<file path="config.mk">
export PLATFORM = sky130hd
export DESIGN_NAME = rr_priority_arbiter
export DESIGN_NICKNAME = d
export VERILOG_FILES = /design/src/rtl/rr_arb_pkg.sv /design/src/rtl/rr_pick.sv /design/src/rtl/rr_priority_arbiter.sv
export SDC_FILE = /design/constraint.sdc
export NUM_CORES = 1
export LEC_CHECK = 0
export CAP_MARGIN = 10
export CELL_PAD_IN_SITES_DETAIL_PLACEMENT = 1
export CELL_PAD_IN_SITES_GLOBAL_PLACEMENT = 1
export CORE_MARGIN = 3
export CORE_UTILIZATION = 42
export DETAILED_ROUTE_END_ITERATION = 10
export PLACE_DENSITY_LB_ADDON = 0.3
export SYNTH_ARGS = -nofsm -noshare
export SYNTH_HDL_FRONTEND = slang
export SYNTH_SLANG_ARGS = --single-unit
export TNS_END_PERCENT = 30
</file>
<file path="constraint.sdc">
create_clock -name clk -period 3.4 [get_ports clk]
set_input_delay 0.51 -clock clk [delete_from_list [all_inputs] [get_ports clk]]
set_output_delay 0.51 -clock clk [all_outputs]
set_load 0.01 [all_outputs]
</file>
<file path="src/rtl/rr_arb_pkg.sv">
// Shared types and helpers for the registered round-robin / fixed-priority
// arbiter and its combinational picker.
package rr_arb_pkg;

    typedef enum logic {
        ARB_FIXED = 1'b0,
        ARB_RR    = 1'b1
    } arb_mode_e;

    typedef enum logic {
        ARB_IDLE  = 1'b0,
        ARB_GRANT = 1'b1
    } arb_state_e;

    localparam int MAX_PORTS = 32;

    // Index width for n requesters; never narrower than one bit.
    function automatic int idx_width(input int n);
        return (n < 2) ? 1 : $clog2(n);
    endfunction

    // Index of the set bit of a one-hot vector; 0 for an all-zero vector.
    function automatic logic [4:0] onehot2idx(input logic [MAX_PORTS-1:0] oh);
        logic [4:0] idx;
        idx = '0;
        for (int i = 0; i < MAX_PORTS; i++) begin
            if (oh[i]) idx = idx | 5'(i);
        end
        return idx;
    endfunction

endpackage

</file>
<file path="src/rtl/rr_pick.sv">
// Combinational masked priority picker: first candidate at or above ptr,
// wrapping to the lowest candidate. Bits set in excl never win.
module rr_pick
    import rr_arb_pkg::*;
#(
    parameter  int PORTS = 4,
    localparam int IDX_W = idx_width(PORTS)
) (
    input  logic [PORTS-1:0] req,
    input  logic [IDX_W-1:0] ptr,
    input  logic [PORTS-1:0] excl,
    output logic [PORTS-1:0] win,
    output logic             any
);

    logic [PORTS-1:0] cand;
    logic [PORTS-1:0] upper;
    logic [PORTS-1:0] upper_win;
    logic [PORTS-1:0] all_win;

    // Masked (>= ptr) and unmasked lowest-set-bit pickers; masked wins if non-empty.
    always_comb begin
        cand      = req & ~excl;
        upper     = cand & ({PORTS{1'b1}} << ptr);
        upper_win = upper & (~upper + PORTS'(1));
        all_win   = cand & (~cand + PORTS'(1));
        win       = (|upper) ? upper_win : all_win;
        any       = |cand;
    end

endmodule

</file>
<file path="src/rtl/rr_priority_arbiter.sv">
// Registered arbiter for PORTS requesters with runtime fixed-priority /
// round-robin policy, grant lock and an optional hold-cycle limit.
// Optional per-port new-grant counters are built when ARB_GRANT_CNT_EN is defined.
module rr_priority_arbiter
    import rr_arb_pkg::*;
#(
    parameter int PORTS    = 4,
    parameter int HOLD_MAX = 8,
    parameter int CNT_W    = 16
) (
    input  logic                      clk,
    input  logic                      rst,
    input  logic [PORTS-1:0]          req,
    input  logic                      mode,
    output logic [PORTS-1:0]          gnt,
    output logic                      gnt_valid,
    output logic [$clog2(PORTS)-1:0]  gnt_id
`ifdef ARB_GRANT_CNT_EN
    ,
    output logic [PORTS*CNT_W-1:0]    gnt_cnt
`endif
);

    localparam int IDX_W  = idx_width(PORTS);
    localparam int HCNT_W = (HOLD_MAX < 1) ? 1 : $clog2(HOLD_MAX + 1);
    localparam logic [HCNT_W-1:0] HOLD_LIM = HCNT_W'(HOLD_MAX);

    arb_state_e        state_q, state_d;
    logic [PORTS-1:0]  gnt_q, gnt_d;
    logic [IDX_W-1:0]  id_q, id_d;
    logic [IDX_W-1:0]  ptr_q, ptr_d;
    logic [HCNT_W-1:0] hcnt_q, hcnt_d;

    logic              held;
    logic              limit_hit;
    logic [PORTS-1:0]  pick_excl;
    logic [IDX_W-1:0]  pick_ptr;
    logic [PORTS-1:0]  pick_win;
    logic              pick_any;
    logic              new_grant;
    logic [PORTS-1:0]  win_sel;
    logic [IDX_W-1:0]  win_idx;

    // Holder status and picker controls; the holder is excluded only on a forced re-arbitration.
    always_comb begin
        held      = |(req & gnt_q);
        limit_hit = (HOLD_MAX != 0) && (hcnt_q == HOLD_LIM);
        pick_excl = (state_q == ARB_GRANT && held && limit_hit) ? gnt_q : '0;
        pick_ptr  = (arb_mode_e'(mode) == ARB_RR) ? ptr_q : '0;
    end

    rr_pick #(.PORTS(PORTS)) u_pick (
        .req  (req),
        .ptr  (pick_ptr),
        .excl (pick_excl),
        .win  (pick_win),
        .any  (pick_any)
    );

    // Next-state, grant, hold counter and pointer update.
    always_comb begin
        state_d   = state_q;
        gnt_d     = gnt_q;
        hcnt_d    = hcnt_q;
        ptr_d     = ptr_q;
        new_grant = 1'b0;
        win_sel   = '0;
        case (state_q)
            ARB_IDLE: begin
                if (pick_any) begin
                    new_grant = 1'b1;
                    win_sel   = pick_win;
                end
            end
            ARB_GRANT: begin
                if (held && !limit_hit) begin
                    // Lock held; counter only advances when a limit exists.
                    if (HOLD_MAX != 0) hcnt_d = hcnt_q + HCNT_W'(1);
                end else if (pick_any) begin
                    new_grant = 1'b1;
                    win_sel   = pick_win;
                end else if (held) begin
                    // Holder hit its limit but nobody else wants the resource.
                    new_grant = 1'b1;
                    win_sel   = gnt_q;
                end else begin
                    state_d = ARB_IDLE;
                    gnt_d   = '0;
                    hcnt_d  = '0;
                end
            end
            default: begin
                state_d = ARB_IDLE;
                gnt_d   = '0;
                hcnt_d  = '0;
            end
        endcase

        win_idx = IDX_W'(onehot2idx(MAX_PORTS'(win_sel)));
        if (new_grant) begin
            state_d = ARB_GRANT;
            gnt_d   = win_sel;
            hcnt_d  = HCNT_W'(1);
            ptr_d   = (win_idx == IDX_W'(PORTS - 1)) ? '0 : win_idx + IDX_W'(1);
        end
        id_d = IDX_W'(onehot2idx(MAX_PORTS'(gnt_d)));
    end

    // Arbiter state registers.
    always_ff @(posedge clk or posedge rst) begin
        if (rst) begin
            state_q <= ARB_IDLE;
            gnt_q   <= '0;
            id_q    <= '0;
            ptr_q   <= '0;
            hcnt_q  <= '0;
        end else begin
            state_q <= state_d;
            gnt_q   <= gnt_d;
            id_q    <= id_d;
            ptr_q   <= ptr_d;
            hcnt_q  <= hcnt_d;
        end
    end

    assign gnt       = gnt_q;
    assign gnt_valid = |gnt_q;
    assign gnt_id    = id_q;

`ifdef ARB_GRANT_CNT_EN
    for (genvar i = 0; i < PORTS; i++) begin : g_cnt
        logic [CNT_W-1:0] cnt_q, cnt_d;

        // Count new grants to this port, saturating at all-ones.
        always_comb begin
            cnt_d = cnt_q;
            if (new_grant && win_sel[i] && (cnt_q != '1)) cnt_d = cnt_q + CNT_W'(1);
        end

        // Counter register.
        always_ff @(posedge clk or posedge rst) begin
            if (rst) cnt_q <= '0;
            else     cnt_q <= cnt_d;
        end

        assign gnt_cnt[i*CNT_W +: CNT_W] = cnt_q;
    end
`endif

endmodule
</file>
# Word-level counts from Yosys, hierarchy flattened
# Index checks and enable logic that the tools add are counted.
dict set report word_totals {
  ff_bits 13
  inputBits 7
  word_cells 69
}
dict set report classes {
  n_addsub 4
  n_eq_ne 6
  n_shift 1
  mux 32
  bitwise_logic 9
  n_reduce_logical 11
}
# operator count
set op_table {}
lappend op_table {{$mux 4} 15}
lappend op_table {{$and 4x4->4} 5}
lappend op_table {{$reduce_or 4->1} 4}
lappend op_table {{$add 4x1->4 const B} 3}
lappend op_table {{$mux 2} 6}
lappend op_table {{$not 4->4} 3}
lappend op_table {{$mux 1} 9}
lappend op_table {{$pmux 4 s2} 1}
lappend op_table {{$ne 3x1->1 const B} 2}
lappend op_table {{$reduce_and 3->1} 2}
lappend op_table {{$eq 4x4->1 const B} 1}
lappend op_table {{$shl 4x2->4 const A} 1}
lappend op_table {{$logic_and 1x1->1} 3}
lappend op_table {{$add 2x1->2 const B} 1}
lappend op_table {{$eq 2x2->1 const B} 1}
lappend op_table {{$ne 2x1->1 const B} 1}
lappend op_table {{$ne 2x2->1 const B} 1}
lappend op_table {{$pmux 1 s2} 1}
lappend op_table {{$reduce_bool 2->1} 1}
lappend op_table {{$logic_not 1->1} 1}
lappend op_table {{$not 1->1} 1}

# Longest topological paths before layout
dict set report depth {
  word_depth 20
  mapped_depth 10
}

# Hierarchy
# Synthesis repeated with hierarchy kept, for this count alone.
dict set report hier_totals {
  hier_cells 99
  area_unflattened_um2 902.1
}
# module instances cells_per_inst area_per_inst_um2
set modules_own_cells {}
lappend modules_own_cells {rr_priority_arbiter 1 79 768.2}
lappend modules_own_cells {rr_pick 1 20 133.9}

# Worst setup path after synthesis
# OpenSTA, ideal clock, no wires.
dict set report synth_timing {
  path_kind {reg2reg}
  from {register hcnt_q[0]}
  to {register ptr_q[1]}
  setup_time_ns 0.121
  arrival_ns 2.019
  slack_ns 1.260
  path_stages_with_launch 9
  synth_period_minus_slack_ns 2.140
  cell_sequence {dfrtp_1 > inv_1 > ha_1 > and4b_4 > a21boi_2 > nor4_4 > a41oi_2 > xor2_1 > a22o_1}
}
dict set report synth_via {
  elab_chain_cells 18
}
# item line_no
set synth_rtl {}
lappend synth_rtl {{start, declared} rr_priority_arbiter.sv:32} ;# logic [HCNT_W-1:0] hcnt_q, hcnt_d;
lappend synth_rtl {{start signal, assigned} rr_priority_arbiter.sv:122} ;# hcnt_q <= hcnt_d;
lappend synth_rtl {{$eq 4x4->1 (*)} rr_priority_arbiter.sv:47} ;# limit_hit = (HOLD_MAX != 0) && (hcnt_q == HOLD_LIM);
lappend synth_rtl {{$logic_and 1x1->1} rr_priority_arbiter.sv:48} ;# pick_excl = (state_q == ARB_GRANT && held && limit_hit) ? gnt_q : '0;
lappend synth_rtl {{$mux 4} rr_priority_arbiter.sv:48}
lappend synth_rtl {{$not 4->4} rr_pick.sv:23} ;# cand = req & ~excl;
lappend synth_rtl {{$and 4x4->4} rr_pick.sv:23}
lappend synth_rtl {{$and 4x4->4} rr_pick.sv:24} ;# upper = cand & ({PORTS{1'b1}} << ptr);
lappend synth_rtl {{$not 4->4} rr_pick.sv:25} ;# upper_win = upper & (~upper + PORTS'(1));
lappend synth_rtl {{$add 4x1->4} rr_pick.sv:25}
lappend synth_rtl {{$and 4x4->4} rr_pick.sv:25}
lappend synth_rtl {{$mux 4} rr_pick.sv:27} ;# win = (|upper) ? upper_win : all_win;
lappend synth_rtl {{$mux 4} rr_priority_arbiter.sv:79} ;# end else if (pick_any) begin
lappend synth_rtl {{$mux 4} rr_priority_arbiter.sv:76} ;# if (held && !limit_hit) begin
lappend synth_rtl {{$pmux 4 s2} rr_priority_arbiter.sv:68} ;# case (state_q)
lappend synth_rtl {{$mux 1} rr_arb_pkg.sv:27} ;# if (oh[i]) idx = idx | 5'(i);
lappend synth_rtl {{$mux 2 (2 in a row)} rr_arb_pkg.sv:27}
lappend synth_rtl {{$add 2x1->2 or $eq 2x2->1 (tied branches)} rr_priority_arbiter.sv:104} ;# ptr_d = (win_idx == IDX_W'(PORTS - 1)) ? '0 : win_idx + IDX_W'(1);
lappend synth_rtl {{$mux 2} rr_priority_arbiter.sv:104}
lappend synth_rtl {{end signal, assigned} rr_priority_arbiter.sv:121} ;# ptr_q <= ptr_d;
lappend synth_rtl {{end, declared} rr_priority_arbiter.sv:31} ;# logic [IDX_W-1:0] ptr_q, ptr_d;
# Mark *: on every way between the ends. The rest lies on a longest branch, timed or not.
# A chain may end at the register's enable or synchronous reset.

# Final worst setup path
# Ends and elaborated chain as after synthesis.

==> flow_metrics.py <==
metrics = {
    "detailed_routing": {
        "initialDrtViolationCount": 18,
        "route.detailed.drc": 0,
        "num_vias": 929,
        "first_pass_iters": 4,
        "postRouteAntennaNets": 0,
        "routed_wl_um": 2610,
        "wl_per_cell_um": 17.2,
        "via_per_inst": 6.11,
    },
    "status": {
        "status": "complete, no violations",
    },
    "sta": {
        "worst_pin_slew_ns": 0.572,
        "max-slew-margin-rel_pct": 61.6,
        "rsz0062_at_grt": "false",
        "fin_setup_tns_ns": 0,
        "setup_viol": 0,
        "hold_viol": 0,
        "period_minus_slack_ns": 2.58,
        "timing.fmax_mhz": 388,
        "fin_crit_sh_pct": 75.8,
        "final_max_slew_viol_count": 0,
        "fin_skew_ns": 0.00247,
    },
    "power": {
        "p_leak_nw": 0.467,
        "peakVddDrop_uv": 393,
        "cellPowerDensity_mw_per_mm2": 753,
    },
    "clock_network": {
        "cts.htree.levels": 1,
        "cts.clk_slew.worst_paths_ns": 0.08,
        "hold_buffers": 0,
        "root_buffer": "clkbuf_4",
        "post_cts.repair.setup_buffers": 0,
        "cts_buffers": 3,
        "cts_tree": "done",
        "cts_resized": 0,
        "insertion_delay_ns": 0.28,
        "clk_path_buf_depth": 2,
        "clock_sinks": 13,
    },
    "grt": {
        "met1_usage_pct": 27.5,
        "track_usage_pct": 20.9,
        "use_met3_pct": 2.25,
        "top_usage_layer": "met2",
        "grt_pass1_wl_um": 4370,
        "grt.met2_usage_pct": 34.9,
        "grt_overflow": 0,
        "grt_pass1_vias": 991,
        "grt_max_degree": 14,
        "antenna_found_initial": 0,
    },
    "cells_and_area": {
        "layout-drive-gt1-share_pct": 8.80,
        "antenna_cells": 0,
        "fin_nets": 135,
        "area_growth_pct": 19.8,
        "final_cells": 152,
        "final_util_pct": 54.8,
        "fillers": 257,
    },
    "synth": {
        "ys_warn_count": 0,
        "synth_edf_count": 0,
        "post-synth-top-area-cell": "dfrtp_1",
        "synthCells": 109,
        "seq_area_frac_synth_pct": 34.9,
        "syn_avg_cell_area_sq_um": 8.56,
        "synth_seq_cells": 13,
        "async_flop_share_pct": 100,
        "yosys.area.top_type_share_pct": 34.9,
        "ys.flop_type": "dfrtp_1",
        "syn_nets": 118,
        "syn-cell-area_sq_um": 933,
        "synth_area_leaders": "dfrtp_1 35%, nand2_1 5.6%, a21oi_1 3.8%",
        "synthDistinctLibCells": 36,
    },
    "setup_path": {
        "required_ns": 3.57,
        "cp-start-kind": "flip-flop",
        "r2r_end": "ptr_q[1]$_DFFE_PP0P_",
        "max_stage_delay_ns": 0.54,
        "critPathMaxFanout": 8,
        "crit_path_top_delay_cell": "nor4_4",
        "crit_type": "reg2reg",
        "r2r_slack_ns": 0.82,
        "r2r_cells": 8,
        "worstSetupEndpointType": "flip-flop",
        "cp_data_arrival_time_ns": 2.75,
        "path_cells": "inv_1, ha_1, and4b_4, a21boi_1, nor4_4, a41oi_2, xor2_1, a22o_1",
        "r2r-start": "hcnt_q[0]$_DFFE_PP0P_",
    },
    "place": {
        "port_buffers": 13,
        "placed_cells": 148,
        "dp_hpwl_um": 2030,
        "gp_congestion": 0.988,
    },
    "job": {
        "cap_violations": 0,
    },
    "hold_path": {
        "hold_path_end": "hcnt_q[3]$_DFFE_PP0P_",
        "holdCritPathClass": "reg2reg",
        "min-delay-start": "hcnt_q[3]$_DFFE_PP0P_",
        "hold_path_depth": 1,
    },
    "floorplanning": {
        "die-height_um": 53.1,
        "die_area_sq_mm": 0.00282,
        "row_count": 16,
        "boundaryPins": 14,
        "start_util_pct": 45.7,
        "die_w_um": 53.1,
        "core_area_sq_mm": 0.00204,
    },
}
[cell type report]
| class | instances | area (sq um) | area share [%] |
|---|---|---|---|
| Multi-Input combinational cell | 86 | 569 | 50.9 |
| Sequential cell | 13 | 325 | 29.1 |
| Timing Repair Buffer | 13 | 130 | 11.6 |
| Inverter | 9 | 33.8 | 3.02 |
| Tap cell | 27 | 33.8 | 3.02 |
| Clock buffer | 4 | 26.3 | 2.35 |
[state kept, by name, indices dropped and copies added, names as in the netlist]
name	flops
hcnt_q	4
gnt	4
state_q	1
ptr_q	2
gnt_id	2
[per-layer routing]
layer	wire, um	share of wire, %
met1	1200	46
met2	1260	48
met3	121	4.6
met5	0	0
met4	28	1.1
[metrics by stage]
stage / power, mW / hold WS (ns) / cell area, sq um / worst slack [ns]
6_report: 0.843 / 0.544 / 1120 / 0.823
3_3_place_gp: 0.723 / 0.541 / 1090 / 0.797
4_1_cts: 0.843 / 0.548 / 1120 / 0.830
3_5_place_dp: 0.743 / 0.535 / 1090 / 0.704
5_1_grt: 0.906 / 0.582 / 1120 / 0.696
2_1_floorplan: 0.571 / 0.387 / 933 / 1.26
[cells in the mapped netlist, types with 2 or more instances]
master,count
o31ai_1,2
a21boi_2,3
a21oi_1,7
nand2b_1,4
nand2_1,14
a22oi_1,2
nand4_1,2
o21ai_1,6
nand3_1,6
o21ai_0,4
nor2_1,8
nor3_1,2
inv_1,9
a22o_1,4
a221o_1,2
ha_1,2
dfrtp_1,13
[worst max path at each step]
stage / from / cells after the start / slack (ns) / end
after floorplan: hcnt_q[0]$_DFFE_PP0P_ / 8 / 1.26 / ptr_q[1]$_DFFE_PP0P_
after global placement: req[1] / 8 / 0.80 / gnt_id[0]$_DFF_PP0_
after detailed placement: req[1] / 8 / 0.70 / gnt_id[1]$_DFF_PP0_
after CTS: hcnt_q[0]$_DFFE_PP0P_ / 8 / 0.83 / ptr_q[1]$_DFFE_PP0P_
after global routing: hcnt_q[0]$_DFFE_PP0P_ / 8 / 0.70 / ptr_q[1]$_DFFE_PP0P_
final: hcnt_q[0]$_DFFE_PP0P_ / 8 / 0.82 / ptr_q[1]$_DFFE_PP0P_
[where the power goes]
| group | total (mW) | internal [mW] | leakage (nW) | switching [mW] |
|---|---|---|---|---|
| clock network | 0.0983 | 0.0455 | 0.0150 | 0.0528 |
| logic | 0.442 | 0.207 | 0.294 | 0.236 |
| registers | 0.302 | 0.216 | 0.159 | 0.0859 |
| total | 0.843 | 0.468 | 0.467 | 0.374 |
[cells by family after synthesis]
logic type	after synthesis	share of synthesized area [%]
AND/OR/NAND/NOR	44	25.3
buffers and inverters	10	4.15
adder cells (fa/ha/maj)	2	2.68
AO/OA/AOI/OAI	39	32.0
XOR/XNOR	1	0.939
flip-flops	13	34.9
[critical path, delay by kind of cell (launching register included)]
kind,cells,cell delay (ns)
flip-flops,1,0.43
adder cells (fa/ha/maj),1,0.21
AO/OA/AOI/OAI,3,0.65
XOR/XNOR,1,0.21
AND/OR/NAND/NOR,2,0.85
buffers and inverters,1,0.11
[cell usage in the layout (no fill, tap or decap), drive strengths merged]
cell type       n
o31ai           2
or2             1
o221ai          1
nand3b          1
a211o           1
nand2          14
ha              2
nand3           6
nor2b           1
and2            1
o2bb2ai         1
clkbuf          4
a21boi          4
inv             9
xor2            1
a221o           2
and4b           1
nand4b          1
o211ai          1
nor4            2
a31oi           1
o21ai          10
o41ai           1
nand4           2
clkdlybuf4s50  13
nor2            8
a22oi           2
dfrtp          13
a41oi           1
a21oi           7
a22o            4
o211a           1
nand2b          4
nor3            2
(Power assumes the default switching activity.)
==> patch 1, RTL diff (same settings) <==
Add a define of `ARB_GRANT_CNT_EN`.
--- a/src/rtl/rr_priority_arbiter.sv
+++ b/src/rtl/rr_priority_arbiter.sv
@@ -2,4 +2,6 @@
 // round-robin policy, grant lock and an optional hold-cycle limit.
 // Optional per-port new-grant counters are built when ARB_GRANT_CNT_EN is defined.
+`define ARB_GRANT_CNT_EN
+
 module rr_priority_arbiter
     import rr_arb_pkg::*;
Behaviour (old outputs only; new: gnt_cnt): unchanged (equiv_simple and equiv_induct, registers matched by name and starting in step).
==> patch 1 against the original RTL <==
- sequential cell count is 64 higher
- synthesized cell count rose to 3.4 times the old value
- power grew to 3.9 times the old value
- global-route usage down 0.21 points
- combinational power grew to 2.7 times the old value
- highest routed layer unchanged
- synthesized area rose to 4.3 times the old value
- first-iteration DRC count grew to 7.4 times the old value
- via count grew to 3.6 times the old value
- critical endpoint is now g_cnt[1].cnt_q[1]
- final area grew to 4.6 times the old value
- setup slack lost 460 ps
- die area grew to 3.8 times the old value
- sequential power rose to 4.5 times the old value
- routed wire length rose to 4.0 times the old value
==> patch 1: results (changes against the original RTL) <==
Global routing
  – Largest net degree at the start of global routing: 50 (+36)
  – Vias in the first global route: 3587 (+260%)
  – Total track usage: 20.7% (-0.21 points)
  – First-pass GRT wire length: 18.3 mm (+320%)

Cells and area
  – Buffers, non-clock: 82 (+69)
  – Comb_multi_in: 287 (+230%)
  – Layout clock area frac: 4.42% (+2.1 points)
  – Fill cells: 1011 (+290%)
  – Area share of buffers outside the clock network: 15.8% (+4.2 points)
  – Fin util: 56.1% (+1.3 points)
  – Register area: 1930 µm² (+490%)
  – Invs w/o clock: 7 (-2)
  – Post-Layout Cell Count: 598 (+290%)

Floorplanning
  – Tapcell count: 129 (+380%)

Clock network
  – Num CTS Buffers: 9 (+6)
  – Clock Root Buffer: clkbuf_8
  – Clock H-tree levels: 3 (+2)
  – Clock sinks: 77 (+64)
  – Longest Clk Path Bufs: 2 (unchanged)
  – Worst-Skew Late Latency: 350 ps (+70 ps)

Min path
  – Hold endpoint: g_cnt[0].cnt_q[7]
  – Hold Startpoint: g_cnt[0].cnt_q[7]

Yosys
  – Synth top cells by count: 77 x dfrtp_1, 41 x xnor2_1, 34 x nand3_1
  – Adder-cell share of the synthesized area: 1.87% (-0.81 points)
  – Main area contributors after synthesis: dfrtp_1 48%, xnor2_1 9.0%, nand3_1 4.2%
  – Synth Net Count: 389 (+230%)
  – Share of the synthesized netlist area taken by xor and xnor gates: 12.5% (+12 points)
  – Multiplexer share of the synthesized area: 1.66% (+1.7 points)
  – Area fraction in compound gates after synthesis: 11.1% (-21 points)
  – Synthesized area per cell: 10.7 µm² (+24%)
  – Register area share after synthesis: 48.1% (+13 points)
  – Number of distinct library cells after synthesis: 63 (+75%)

Power
  – VDD IR max: 0.295 mV (-25%)
  – Leak pwr: 0.00213 µW (+360%)
  – Power Dens Cells: 642 nW/µm² (-15%)

STA
  – Worst-Margin Slew: 645 ps (+72.6 ps)
  – Hold Slack: 497 ps (-47.0 ps)
  – Clk_skew: 16.4 ps (+13.9 ps)

Placement
  – Placed cells: 582 (+290%)
  – Dpl ws: 164 ps (-540 ps)
  – Port Buffers: 77 (+64)
  – Placer Congestion: 0.837 (-15%)
  – DP Area: 4950 µm² (+350%)
  – DP HPWL: 7.74 mm (+280%)

Route
  – Drt initial violations: 134 (+116)
  – Via-to-Cell Ratio: 5.52 (-9.8%)
  – Routed WL: 10.4 mm (+300%)

Run status
  – Outcome: completed

Critical path
  – FF-to-FF setup slack: 360 ps (-460 ps)
  – Worst reg2reg path depth: 9 (+1)
  – R2r endpoint: g_cnt[1].cnt_q[1]
patch 1: per-layer routing:
layer,GRT usage (%),vias to the layer above,wire [µm]
met2,33.7,79,5040
li1,-,1539,-
met3,4.67,16,383
met1,27.3,1664,4810
met4,6.93,0,165
met5,0,-,0
patch 1: critical path, stage by stage (launching register included):
cell	delay, ps
dfrtp_1	430
inv_1	90
ha_1	210
and4b_1	430
a21oi_1	180
nor4_4	400
nand4_1	270
a21oi_4	420
nand2_1	160
mux2_1	340
patch 1: how the worst max path moves through the flow:
stage                     startpoint            endpoint  slack [ps]
after global routing       hcnt_q[0]  g_cnt[1].cnt_q[14]         140
after floorplan                  rst   g_cnt[0].cnt_q[0]         920
final                      hcnt_q[0]   g_cnt[1].cnt_q[1]         360
after global placement        req[3]   g_cnt[1].cnt_q[1]         290
after detailed placement      req[3]   g_cnt[1].cnt_q[1]         160
after CTS                  hcnt_q[0]   g_cnt[1].cnt_q[1]         340
==> patch 2, RTL diff (same settings) <==
Without the edit above. `id_q` no longer has a reset.
--- a/src/rtl/rr_priority_arbiter.sv
+++ b/src/rtl/rr_priority_arbiter.sv
@@ -112,5 +112,4 @@
             state_q <= ARB_IDLE;
             gnt_q   <= '0;
-            id_q    <= '0;
             ptr_q   <= '0;
             hcnt_q  <= '0;
@@ -118,8 +117,11 @@
             state_q <= state_d;
             gnt_q   <= gnt_d;
-            id_q    <= id_d;
             ptr_q   <= ptr_d;
             hcnt_q  <= hcnt_d;
         end
+    end
+
+    always_ff @(posedge clk) begin
+        id_q <= id_d;
     end
 
Check against the original RTL: not equivalent (a bounded check fails within 4 cycles, from zero or initial values and one cycle with rst high).
==> patch 2 against the original RTL <==
- count of clock-buffer cells in the layout is the same
- sequential cell count is the same
- largest cell class unchanged
- synthesized cell count shrank 8.3%
- final area shrank 6.3%
- setup slack lost 140 ps
- worst hold slack lost 24 ps
- power shrank 1.2%
- synthesized area shrank 6.6%
- routed wire length shrank 11%
- via count shrank 9.5%
- critical endpoint unchanged
- combinational power shrank 2%
==> patch 2: results (changes against the original RTL) <==
Run status
  – Outcome: completed

Route
  – Overall via count from detail_route: 841 (-9.5%)
  – Routed WL: 2.33 mm (-11%)
  – Drt initial violations: 7 (-11)
  – First-pass DRT Iterations: 4 (unchanged)
  – Routed WL per cell: 16.5 µm (-4.0%)

Global routing
  – Initial antenna violation count: 0 (unchanged)
  – Largest net degree at the start of global routing: 12 (-2)
  – Total track usage: 20.2% (-0.63 points)
  – First-pass GRT wire length: 3.97 mm (-9.2%)
  – Vias in the first global route: 855 (-14%)

Yosys
  – Post-Synthesis Cells: 100 (-8.3%)
  – Synth top cells by count: 11 x dfrtp_1, 10 x o21ai_0, 9 x inv_1
  – Number of distinct library cells after synthesis: 36 (unchanged)
  – Main area contributors after synthesis: dfrtp_1 32%, o21ai_0 5.7%, a21boi_2 5.2%
  – Dominant synthesized flop cell: dfrtp_1
  – Ys async rst share: 84.6% (-15 points)
  – Synth Net Count: 109 (-7.6%)
  – Synth warn: 0 (unchanged)
  – Register area share after synthesis: 36.2% (+1.3 points)

Critical path
  – Arrival @ worst endpoint: 2900 ps (+150 ps)
  – Critical path peak fanout: 5 (-3)

Clock network
  – Post-cts sizing count: 0 (unchanged)
  – Setup bufs post-CTS: 0 (unchanged)
  – Longest Clk Path Bufs: 2 (unchanged)
  – Clock H-tree levels: 1 (unchanged)
  – Num CTS Buffers: 3 (unchanged)
  – Worst-Skew Late Latency: 270 ps
  – Clock Root Buffer: clkbuf_4
  – CTS clk-pin slew, worst paths: 80 ps (about the same)

Power
  – VDD IR max: 0.480 mV (+22%)
  – Leak pwr: 0.000441 µW (-5.7%)

Placement
  – DP Area: 1020 µm² (-6.4%)
  – Placed cells: 137 (-7.4%)
  – Placer Congestion: 0.920 (-6.9%)
  – Port Buffers: 13 (unchanged)
  – DP HPWL: 1.87 mm (-7.7%)
  – Dpl ws: 417 ps (-288 ps)

Min path
  – Worst hold path class: input pin to async pin

STA
  – Clk_skew: 2.69 ps (+0.216 ps)
  – Slew headroom: 61.3% (-0.29 points)

Cells and area
  – Antenna diode count: 0 (unchanged)
  – Final nets: 126 (-6.7%)
  – Share of cells above drive strength 1: 11.2% (+2.4 points)
patch 2: worst paths after layout:
| kind | startpoint | end | slack (ps) | depth (start not counted) |
|---|---|---|---|---|
| max | req[0] | ptr_q[1] | 680 | 7 |
| min | rst | hcnt_q[1] | 520 | 2 |
| max reg2reg | hcnt_q[0] | ptr_q[1] | 710 | 9 |
| min reg2reg | hcnt_q[3] | hcnt_q[3] | 580 | 1 |
| max in group asynchronous | rst | gnt[3] | 2590 | 2 |
| min in group clk | hcnt_q[3] | hcnt_q[3] | 580 | 1 |
patch 2: routing by layer:
metal | share of wire, % | up-vias | track usage, %
met5 | 0 | - | 0
li1 | - | 408 | -
met1 | 49 | 407 | 26.4
met2 | 46 | 22 | 32.2
met4 | 1.3 | 0 | 8.73
met3 | 3.8 | 4 | 4.30
patch 2: critical path: stages:
cell and delay [ps]:
clkdlybuf4s50_1 450, a22o_1 250, a221oi_1 480, nor3_1 210
or4_4 600, xor2_1 190, o31ai_2 210
patch 2: area by class of cell:
class / instances / area (µm²)
sequential: 13 / 315
clock buffer: 4 / 26.3
timing repair buffer: 13 / 130
inverter: 9 / 33.8
tap: 25 / 31.3
multi-input combinational: 77 / 512
fill: 250 / 791
patch 2: cell families (layout without fill, tap and decap cells):
group                    after synthesis  after routing  share of synthesized area, %
AO/OA/AOI/OAI                         42             42                          34.3
buffers and inverters                 10             26                          5.16
adder cells (fa/ha/maj)                2              2                          2.87
XOR/XNOR                               1              1                          1.00
AND/OR/NAND/NOR                       32             32                          20.5
flip-flops                            13             13                          36.2
patch 2: metrics by stage:
stage	util, %	total power (µW)
CTS	57.0	841
floorplan	-	566
detailed placement	55.6	740
finish	57.0	833
global placement	55.6	719
global route	57.0	915
patch 2: where the power goes:
part	switching, µW	total (µW)	leakage [µW]	internal [µW]
registers	88.0	306	0.000151	218
clock network	48.9	94.4	0.0000150	45.5
logic	225	433	0.000275	208
total	362	833	0.000441	471
